===== src/rtl/button_conditioner_pkg.sv =====
// Shared definitions for the pushbutton conditioner: debounce FSM encoding
// and the default debounce interval (10 ms at 25 MHz).
package button_conditioner_pkg;

  localparam int DEBOUNCE_CYCLES_DEFAULT = 250000;

  typedef enum logic [1:0] {
    ST_IDLE      = 2'd0,
    ST_ARMING    = 2'd1,
    ST_PRESSED   = 2'd2,
    ST_RELEASING = 2'd3
  } btn_state_t;

endpackage


===== src/rtl/button_conditioner_if.sv =====
// Pin-side bundle of the conditioner: raw pushbutton inputs and the
// debounced levels / press pulses handed to the sprite controller.
interface button_conditioner_if;
  logic btn_left_raw;
  logic btn_right_raw;
  logic btn_up_raw;
  logic btn_down_raw;
  logic btn_fire_raw;
  logic btn_left;
  logic btn_right;
  logic btn_up;
  logic btn_down;
  logic btn_fire;
  logic press_left;
  logic press_right;
  logic press_up;
  logic press_down;
  logic press_fire;

  modport master (
    output btn_left_raw, btn_right_raw, btn_up_raw, btn_down_raw, btn_fire_raw,
    input  btn_left, btn_right, btn_up, btn_down, btn_fire,
    input  press_left, press_right, press_up, press_down, press_fire
  );

  modport slave (
    input  btn_left_raw, btn_right_raw, btn_up_raw, btn_down_raw, btn_fire_raw,
    output btn_left, btn_right, btn_up, btn_down, btn_fire,
    output press_left, press_right, press_up, press_down, press_fire
  );
endinterface


===== src/rtl/button_conditioner_debounce_cell.sv =====
// One button: 2-flop synchronizer, debounce FSM with saturating-free counter,
// registered press pulse and the level the FSM will hold after the next edge.
module btn_debounce_cell
  import button_conditioner_pkg::*;
#(
  parameter int DEBOUNCE_CYCLES = DEBOUNCE_CYCLES_DEFAULT
) (
  input  logic clk25,
  input  logic rst,
  input  logic i_raw,
  output logic o_press,
  output logic o_level_nxt
);

  localparam int CNT_W = (DEBOUNCE_CYCLES > 2) ? $clog2(DEBOUNCE_CYCLES) : 1;
  localparam logic [CNT_W-1:0] CNT_LAST = CNT_W'(DEBOUNCE_CYCLES - 1);

  logic             r_meta;
  logic             r_sync;
  btn_state_t       r_state;
  logic [CNT_W-1:0] r_cnt;
  logic             r_press;
  logic             w_cnt_done;

  assign w_cnt_done = (r_cnt == CNT_LAST);

  always_ff @(posedge clk25 or posedge rst) begin
    if (rst) begin
      r_meta  <= 1'b0;
      r_sync  <= 1'b0;
      r_state <= ST_IDLE;
      r_cnt   <= '0;
      r_press <= 1'b0;
    end else begin
      r_meta  <= i_raw;
      r_sync  <= r_meta;
      r_press <= 1'b0;
      case (r_state)
        ST_IDLE: begin
          if (r_sync) begin
            r_state <= ST_ARMING;
            r_cnt   <= '0;
          end
        end
        ST_ARMING: begin
          if (!r_sync) begin
            r_state <= ST_IDLE;
          end else if (w_cnt_done) begin
            r_state <= ST_PRESSED;
            r_press <= 1'b1;
          end else begin
            r_cnt <= r_cnt + 1'b1;
          end
        end
        ST_PRESSED: begin
          if (!r_sync) begin
            r_state <= ST_RELEASING;
            r_cnt   <= '0;
          end
        end
        ST_RELEASING: begin
          // A bounce back to 1 resumes the press without a new pulse.
          if (r_sync) begin
            r_state <= ST_PRESSED;
          end else if (w_cnt_done) begin
            r_state <= ST_IDLE;
          end else begin
            r_cnt <= r_cnt + 1'b1;
          end
        end
        default: r_state <= ST_IDLE;
      endcase
    end
  end

  // Level after the coming edge, so the top can register the masked result
  // without adding a cycle of latency.
  always_comb begin
    o_level_nxt = 1'b0;
    case (r_state)
      ST_IDLE:      o_level_nxt = 1'b0;
      ST_ARMING:    o_level_nxt = r_sync & w_cnt_done;
      ST_PRESSED:   o_level_nxt = 1'b1;
      ST_RELEASING: o_level_nxt = r_sync | ~w_cnt_done;
      default:      o_level_nxt = 1'b0;
    endcase
  end

  assign o_press = r_press;

endmodule


===== src/rtl/button_conditioner.sv =====
// Five independent debounce cells plus opposing-direction conflict masking;
// all outputs come straight from flops.
module button_conditioner
  import button_conditioner_pkg::*;
#(
  parameter int DEBOUNCE_CYCLES = DEBOUNCE_CYCLES_DEFAULT
) (
  input  logic                clk25,
  input  logic                rst,
  button_conditioner_if.slave bus
);

  // Bit order everywhere: {fire, down, up, right, left}
  logic [4:0] w_raw;
  logic [4:0] w_press;
  logic [4:0] w_lvl_nxt;
  logic [4:0] r_btn;

  assign w_raw = {bus.btn_fire_raw, bus.btn_down_raw, bus.btn_up_raw,
                  bus.btn_right_raw, bus.btn_left_raw};

  for (genvar g = 0; g < 5; g++) begin : g_cell
    btn_debounce_cell #(
      .DEBOUNCE_CYCLES(DEBOUNCE_CYCLES)
    ) u_cell (
      .clk25      (clk25),
      .rst        (rst),
      .i_raw      (w_raw[g]),
      .o_press    (w_press[g]),
      .o_level_nxt(w_lvl_nxt[g])
    );
  end

  // Opposing directions cancel; fire is never masked.
  always_ff @(posedge clk25 or posedge rst) begin
    if (rst) begin
      r_btn <= '0;
    end else begin
      r_btn[0] <= w_lvl_nxt[0] & ~w_lvl_nxt[1];
      r_btn[1] <= w_lvl_nxt[1] & ~w_lvl_nxt[0];
      r_btn[2] <= w_lvl_nxt[2] & ~w_lvl_nxt[3];
      r_btn[3] <= w_lvl_nxt[3] & ~w_lvl_nxt[2];
      r_btn[4] <= w_lvl_nxt[4];
    end
  end

  assign bus.btn_left    = r_btn[0];
  assign bus.btn_right   = r_btn[1];
  assign bus.btn_up      = r_btn[2];
  assign bus.btn_down    = r_btn[3];
  assign bus.btn_fire    = r_btn[4];
  assign bus.press_left  = w_press[0];
  assign bus.press_right = w_press[1];
  assign bus.press_up    = w_press[2];
  assign bus.press_down  = w_press[3];
  assign bus.press_fire  = w_press[4];

endmodule


===== src/flat_wrapper.sv =====
// flat-port wrapper written by rule: the top's interface ports become plain ports
module button_conditioner_flat import button_conditioner_pkg::*;
#(
  parameter int DEBOUNCE_CYCLES = DEBOUNCE_CYCLES_DEFAULT
)
  (clk25, rst, bus_btn_left_raw, bus_btn_right_raw, bus_btn_up_raw, bus_btn_down_raw, bus_btn_fire_raw, bus_btn_left, bus_btn_right, bus_btn_up, bus_btn_down, bus_btn_fire, bus_press_left, bus_press_right, bus_press_up, bus_press_down, bus_press_fire);
  button_conditioner_if bus_i ();
  input  logic clk25;
  input  logic rst;
  input wire logic [$bits(bus_i.btn_left_raw)-1:0] bus_btn_left_raw;
  input wire logic [$bits(bus_i.btn_right_raw)-1:0] bus_btn_right_raw;
  input wire logic [$bits(bus_i.btn_up_raw)-1:0] bus_btn_up_raw;
  input wire logic [$bits(bus_i.btn_down_raw)-1:0] bus_btn_down_raw;
  input wire logic [$bits(bus_i.btn_fire_raw)-1:0] bus_btn_fire_raw;
  output wire logic [$bits(bus_i.btn_left)-1:0] bus_btn_left;
  output wire logic [$bits(bus_i.btn_right)-1:0] bus_btn_right;
  output wire logic [$bits(bus_i.btn_up)-1:0] bus_btn_up;
  output wire logic [$bits(bus_i.btn_down)-1:0] bus_btn_down;
  output wire logic [$bits(bus_i.btn_fire)-1:0] bus_btn_fire;
  output wire logic [$bits(bus_i.press_left)-1:0] bus_press_left;
  output wire logic [$bits(bus_i.press_right)-1:0] bus_press_right;
  output wire logic [$bits(bus_i.press_up)-1:0] bus_press_up;
  output wire logic [$bits(bus_i.press_down)-1:0] bus_press_down;
  output wire logic [$bits(bus_i.press_fire)-1:0] bus_press_fire;
  assign bus_i.btn_left_raw = bus_btn_left_raw;
  assign bus_i.btn_right_raw = bus_btn_right_raw;
  assign bus_i.btn_up_raw = bus_btn_up_raw;
  assign bus_i.btn_down_raw = bus_btn_down_raw;
  assign bus_i.btn_fire_raw = bus_btn_fire_raw;
  assign bus_btn_left = bus_i.btn_left;
  assign bus_btn_right = bus_i.btn_right;
  assign bus_btn_up = bus_i.btn_up;
  assign bus_btn_down = bus_i.btn_down;
  assign bus_btn_fire = bus_i.btn_fire;
  assign bus_press_left = bus_i.press_left;
  assign bus_press_right = bus_i.press_right;
  assign bus_press_up = bus_i.press_up;
  assign bus_press_down = bus_i.press_down;
  assign bus_press_fire = bus_i.press_fire;
  button_conditioner #(.DEBOUNCE_CYCLES(DEBOUNCE_CYCLES)) u_core (.clk25(clk25), .rst(rst), .bus(bus_i));
endmodule

===== config.mk =====
export PLATFORM = sky130hd
export DESIGN_NAME = button_conditioner_flat
export DESIGN_NICKNAME = d
export VERILOG_FILES = /design/src/rtl/button_conditioner_pkg.sv /design/src/rtl/button_conditioner_if.sv /design/src/rtl/button_conditioner_debounce_cell.sv /design/src/rtl/button_conditioner.sv /design/src/flat_wrapper.sv
export SDC_FILE = /design/constraint.sdc
export NUM_CORES = 1
export LEC_CHECK = 0
export ABC_CLOCK_PERIOD_IN_PS = 4990
export CAP_MARGIN = 40
export CORE_ASPECT_RATIO = 1.1
export CORE_UTILIZATION = 45
export DETAILED_ROUTE_END_ITERATION = 8
export PLACE_DENSITY = 0.63
export SYNTH_ARGS = -nofsm -noshare
export SYNTH_HDL_FRONTEND = slang
export SYNTH_SLANG_ARGS = --single-unit

===== constraint.sdc =====
create_clock -name clk25 -period 4.99 [get_ports clk25]
set_input_delay 0.998 -clock clk25 [delete_from_list [all_inputs] [get_ports clk25]]
set_output_delay 0.998 -clock clk25 [all_outputs]
set_load 0.01 [all_outputs]

==> metrics list <==
- Clock tree synthesis selected as its root buffer the cell sky130_fd_sc_hd__clkbuf_16.
* Worst path top cell family by delay: buffers and inverters
- Of the available clock period, the critical path in the final layout requires 45.7%.
- Storage cell area: 3000 µm²
- Vertical extent of the die: 121 µm
- The clock tree synthesis step divided the H-tree into 4 levels.
* Post-synthesis async set-or-reset flop share: 100%
* Via density per instance: 5.70
* Net count, final: 611
* Routed wire length: 11,400 µm
- Once the floorplan was initialized, standard cells occupied 46.1% of the core.
- Placer's final routability congestion estimate: 0.794
- In this run the core area contains 43 standard-cell rows.
* Series of cell instances along the critical path: clkdlybuf4s50_1
* Setup_tns: 0 ns
* Final standard cell count with taps included and fillers excluded: 768
* DRT Pass-1 Iters: 4
* Setup repair after global routing missed its margin: no
* Global route overflow: 0
* Die footprint: 13,300 µm²
- Mean Syn Cell Area: 10.2 µm²
* Via Count: 4,380
- After clock tree synthesis, the flow added hold-fix buffers numbering 0.
- GRT Total Usage: 19.4%
- Minimum clock period after layout: 2.28 ns
- Start-to-end type of the worst setup path: flip-flop to output port
- Worst Skew: 0.00617 ns
* Type of destination of the critical path: output port
- Maximum vdd ir drop: 220 µV
- Most instantiated library cell after synthesis: sky130_fd_sc_hd__dfrtp_1
- 17 I/O pins were placed.
- The synthesized design contains 120 register bits.
- The wire-length estimate of the detail-placed layout is 7730 µm.
- Ranked by instance count, the synthesized netlist is headed by sky130_fd_sc_hd__dfrtp_1, sky130_fd_sc_hd__nor2_1, sky130_fd_sc_hd__nand2_1.
- Number of endpoints failing setup at the final stage: 0
- Compared with the post-synthesis result, the final layout area differs by 16.5%.
* Post-Syn Area: 5800 µm²
* Buffers plus inverters on the worst setup path: 1
- Number of endpoints with negative hold slack in the final report: 0
- Crit-path max FO: 1
- Clock insertion delay at the later pin of the skew report: 0.42 ns
- Data arrival time of the worst path: 1.28 ns
- Number of buffers between clock root and the deepest sink: 2
* Number of fillers in the final layout: 1,108
- Number of synthesized flops with an enable pin: 0
* Number of placed instances, taps included: 737
* Status: complete, no violations
- Number of antenna violations at the first check in global routing: 0
* Horizontal extent of the die: 110 µm
- Worst setup SP type: flip-flop
* Antenna Cells: 0
- In this run, post-CTS repair resized a total of 0 instances.
- Max-cap violations in this run came to 0.
- The first global-routing pass estimated 19,800 µm of wire.
- Synth top area cells: sky130_fd_sc_hd__dfrtp_1, sky130_fd_sc_hd__xnor2_1, sky130_fd_sc_hd__nor2_1
- Once layout is complete, the utilization of the core stands at 53.7%.
* Num Clock Sinks: 120
- DRC violation total after the first TritonRoute iteration: 318
- Vias in the first global route: 4,240
- Share of the yosys chip area belonging to registers: 51.8%
* Number of buffers inserted during clock tree synthesis: 17
* Yosys top cell by area: sky130_fd_sc_hd__dfrtp_1
- The worst hold path belongs to the class flip-flop to flip-flop.
- The synthesized netlist contains 55 unique library cells.
* Slew HR: 38.7%
- The design draws 2.30 mW.
- Number of post-CTS setup repair buffers: 0
* Area of the placeable core: 12,600 µm²
- Crit path max-delay cell type: sky130_fd_sc_hd__clkdlybuf4s50_1
- After detailed routing, the average wire length per cell comes to 14.9 µm.
- Top-area cell type share of the netlist area: 51.8%
* Gate Count Post-Synth: 568
- PwrDens: 340 nW/µm²
- TritonCTS built the clock tree.
- For the worst setup path, the data required time is 3.99 ns.
- Area of the multi-input gates: 2710 µm²
- For this run, the slowest stage of the critical path takes 0.53 ns.
* Pleak: 2.92 nW
- Slew at the pin with the worst max-slew slack: 0.916 ns
* Layout cells sized above 1: 9.17%
- Largest net degree at the start of global routing: 69
- The number of max-slew violations in the final report came to 0.
- The most used flip-flop cell after synthesis is sky130_fd_sc_hd__dfrtp_1.
- Number of nets with antenna violations after routing: 0
- Syn nets: 580
* Max Fclk: 439 MHz
- Yosys warning total: 0
- Clock-pin slew was measured on the worst setup and hold paths at 0.05 ns.
- After detailed routing, the number of remaining DRC violations is 0.
- Buffers placed on the I/O ports in this run total 16.
==> metrics by stage <==
step | setup WS, ns | instance area, µm² | hold slack [ns]
floorplan | 0.806 | 5800 | 0.331
global placement | 2.47 | 6130 | 0.337
detailed placement | 2.78 | 6180 | 0.336
CTS | 2.68 | 6760 | 0.349
global route | 2.66 | 6760 | 0.355
finish | 2.71 | 6760 | 0.346
==> cell usage in the layout, fill, tap and decap left out, drive strengths merged, types with 19 or more instances in the layout <==
cell type,synthesis,layout
a21oi,25,25
clkbuf,9,19
dfrtp,120,120
nand2,50,50
nand3,30,30
nor2,59,59
o21ai,29,29
or3,20,20
xnor2,30,30
xor2,24,24
==> power breakdown <==
group | switching [mW] | total [mW] | internal, mW
sequential | 0.0282 | 1.02 | 0.997
clock | 0.427 | 1.18 | 0.754
combinational | 0.0554 | 0.0919 | 0.0365
total | 0.511 | 2.30 | 1.79
==> sequential cells by signal, indices dropped and copies added, names as in the netlist, named ones only <==
name / flops
u_core.g_cell.u_cell.o_press: 5
u_core.g_cell.u_cell.r_cnt: 90
u_core.g_cell.u_cell.r_meta: 5
u_core.g_cell.u_cell.r_state: 5
u_core.g_cell.u_cell.r_sync: 5
u_core.r_btn: 5
==> cell type report <==
class	count	share of cell area, %
multi-input cells	427	40.1
inverters	11	0.648
clock inverters	12	1.87
flip-flops and latches	120	44.4
repair buffers	22	3.33
clock buffers	19	6.70
well taps	157	2.91
==> layer usage <==
| layer | share of wire, % | vias to the layer above | track usage [%] |
|---|---|---|---|
| met3 | 3.5 | 14 | 5.91 |
| met1 | 48 | 2153 | 26.1 |
| met2 | 47 | 79 | 29.0 |
| met4 | 1.4 | 0 | 7.89 |
| met5 | 0 | - | 0 |
| li1 | - | 2134 | - |
==> cells by family after synthesis <==
family,Yosys count,share of synthesized area [%]
AND/OR/NAND/NOR,265,24.9
flip-flops,120,51.8
buffers and inverters,21,1.49
XOR/XNOR,54,8.29
multiplexers,13,2.55
AO/OA/AOI/OAI,90,9.88
adder cells (fa/ha/maj),5,1.08
==> worst paths after layout <==
check                                            startpoint                              to  slack (ns)  depth (start not counted)
setup / recovery            u_core.g_cell[0].u_cell.o_press                  bus_press_left        2.71                          1
hold / removal               u_core.g_cell[4].u_cell.r_meta  u_core.g_cell[4].u_cell.r_sync        0.35                          0
setup reg to reg           u_core.g_cell[4].u_cell.r_cnt[0]                 u_core.r_btn[4]        2.86                          6
hold reg to reg              u_core.g_cell[4].u_cell.r_meta  u_core.g_cell[4].u_cell.r_sync        0.35                          0
max in group asynchronous                               rst  u_core.g_cell[1].u_cell.r_meta        3.27                          4
min in group asynchronous                               rst  u_core.g_cell[0].u_cell.r_meta        1.01                          3
(Power assumes the default switching activity.)
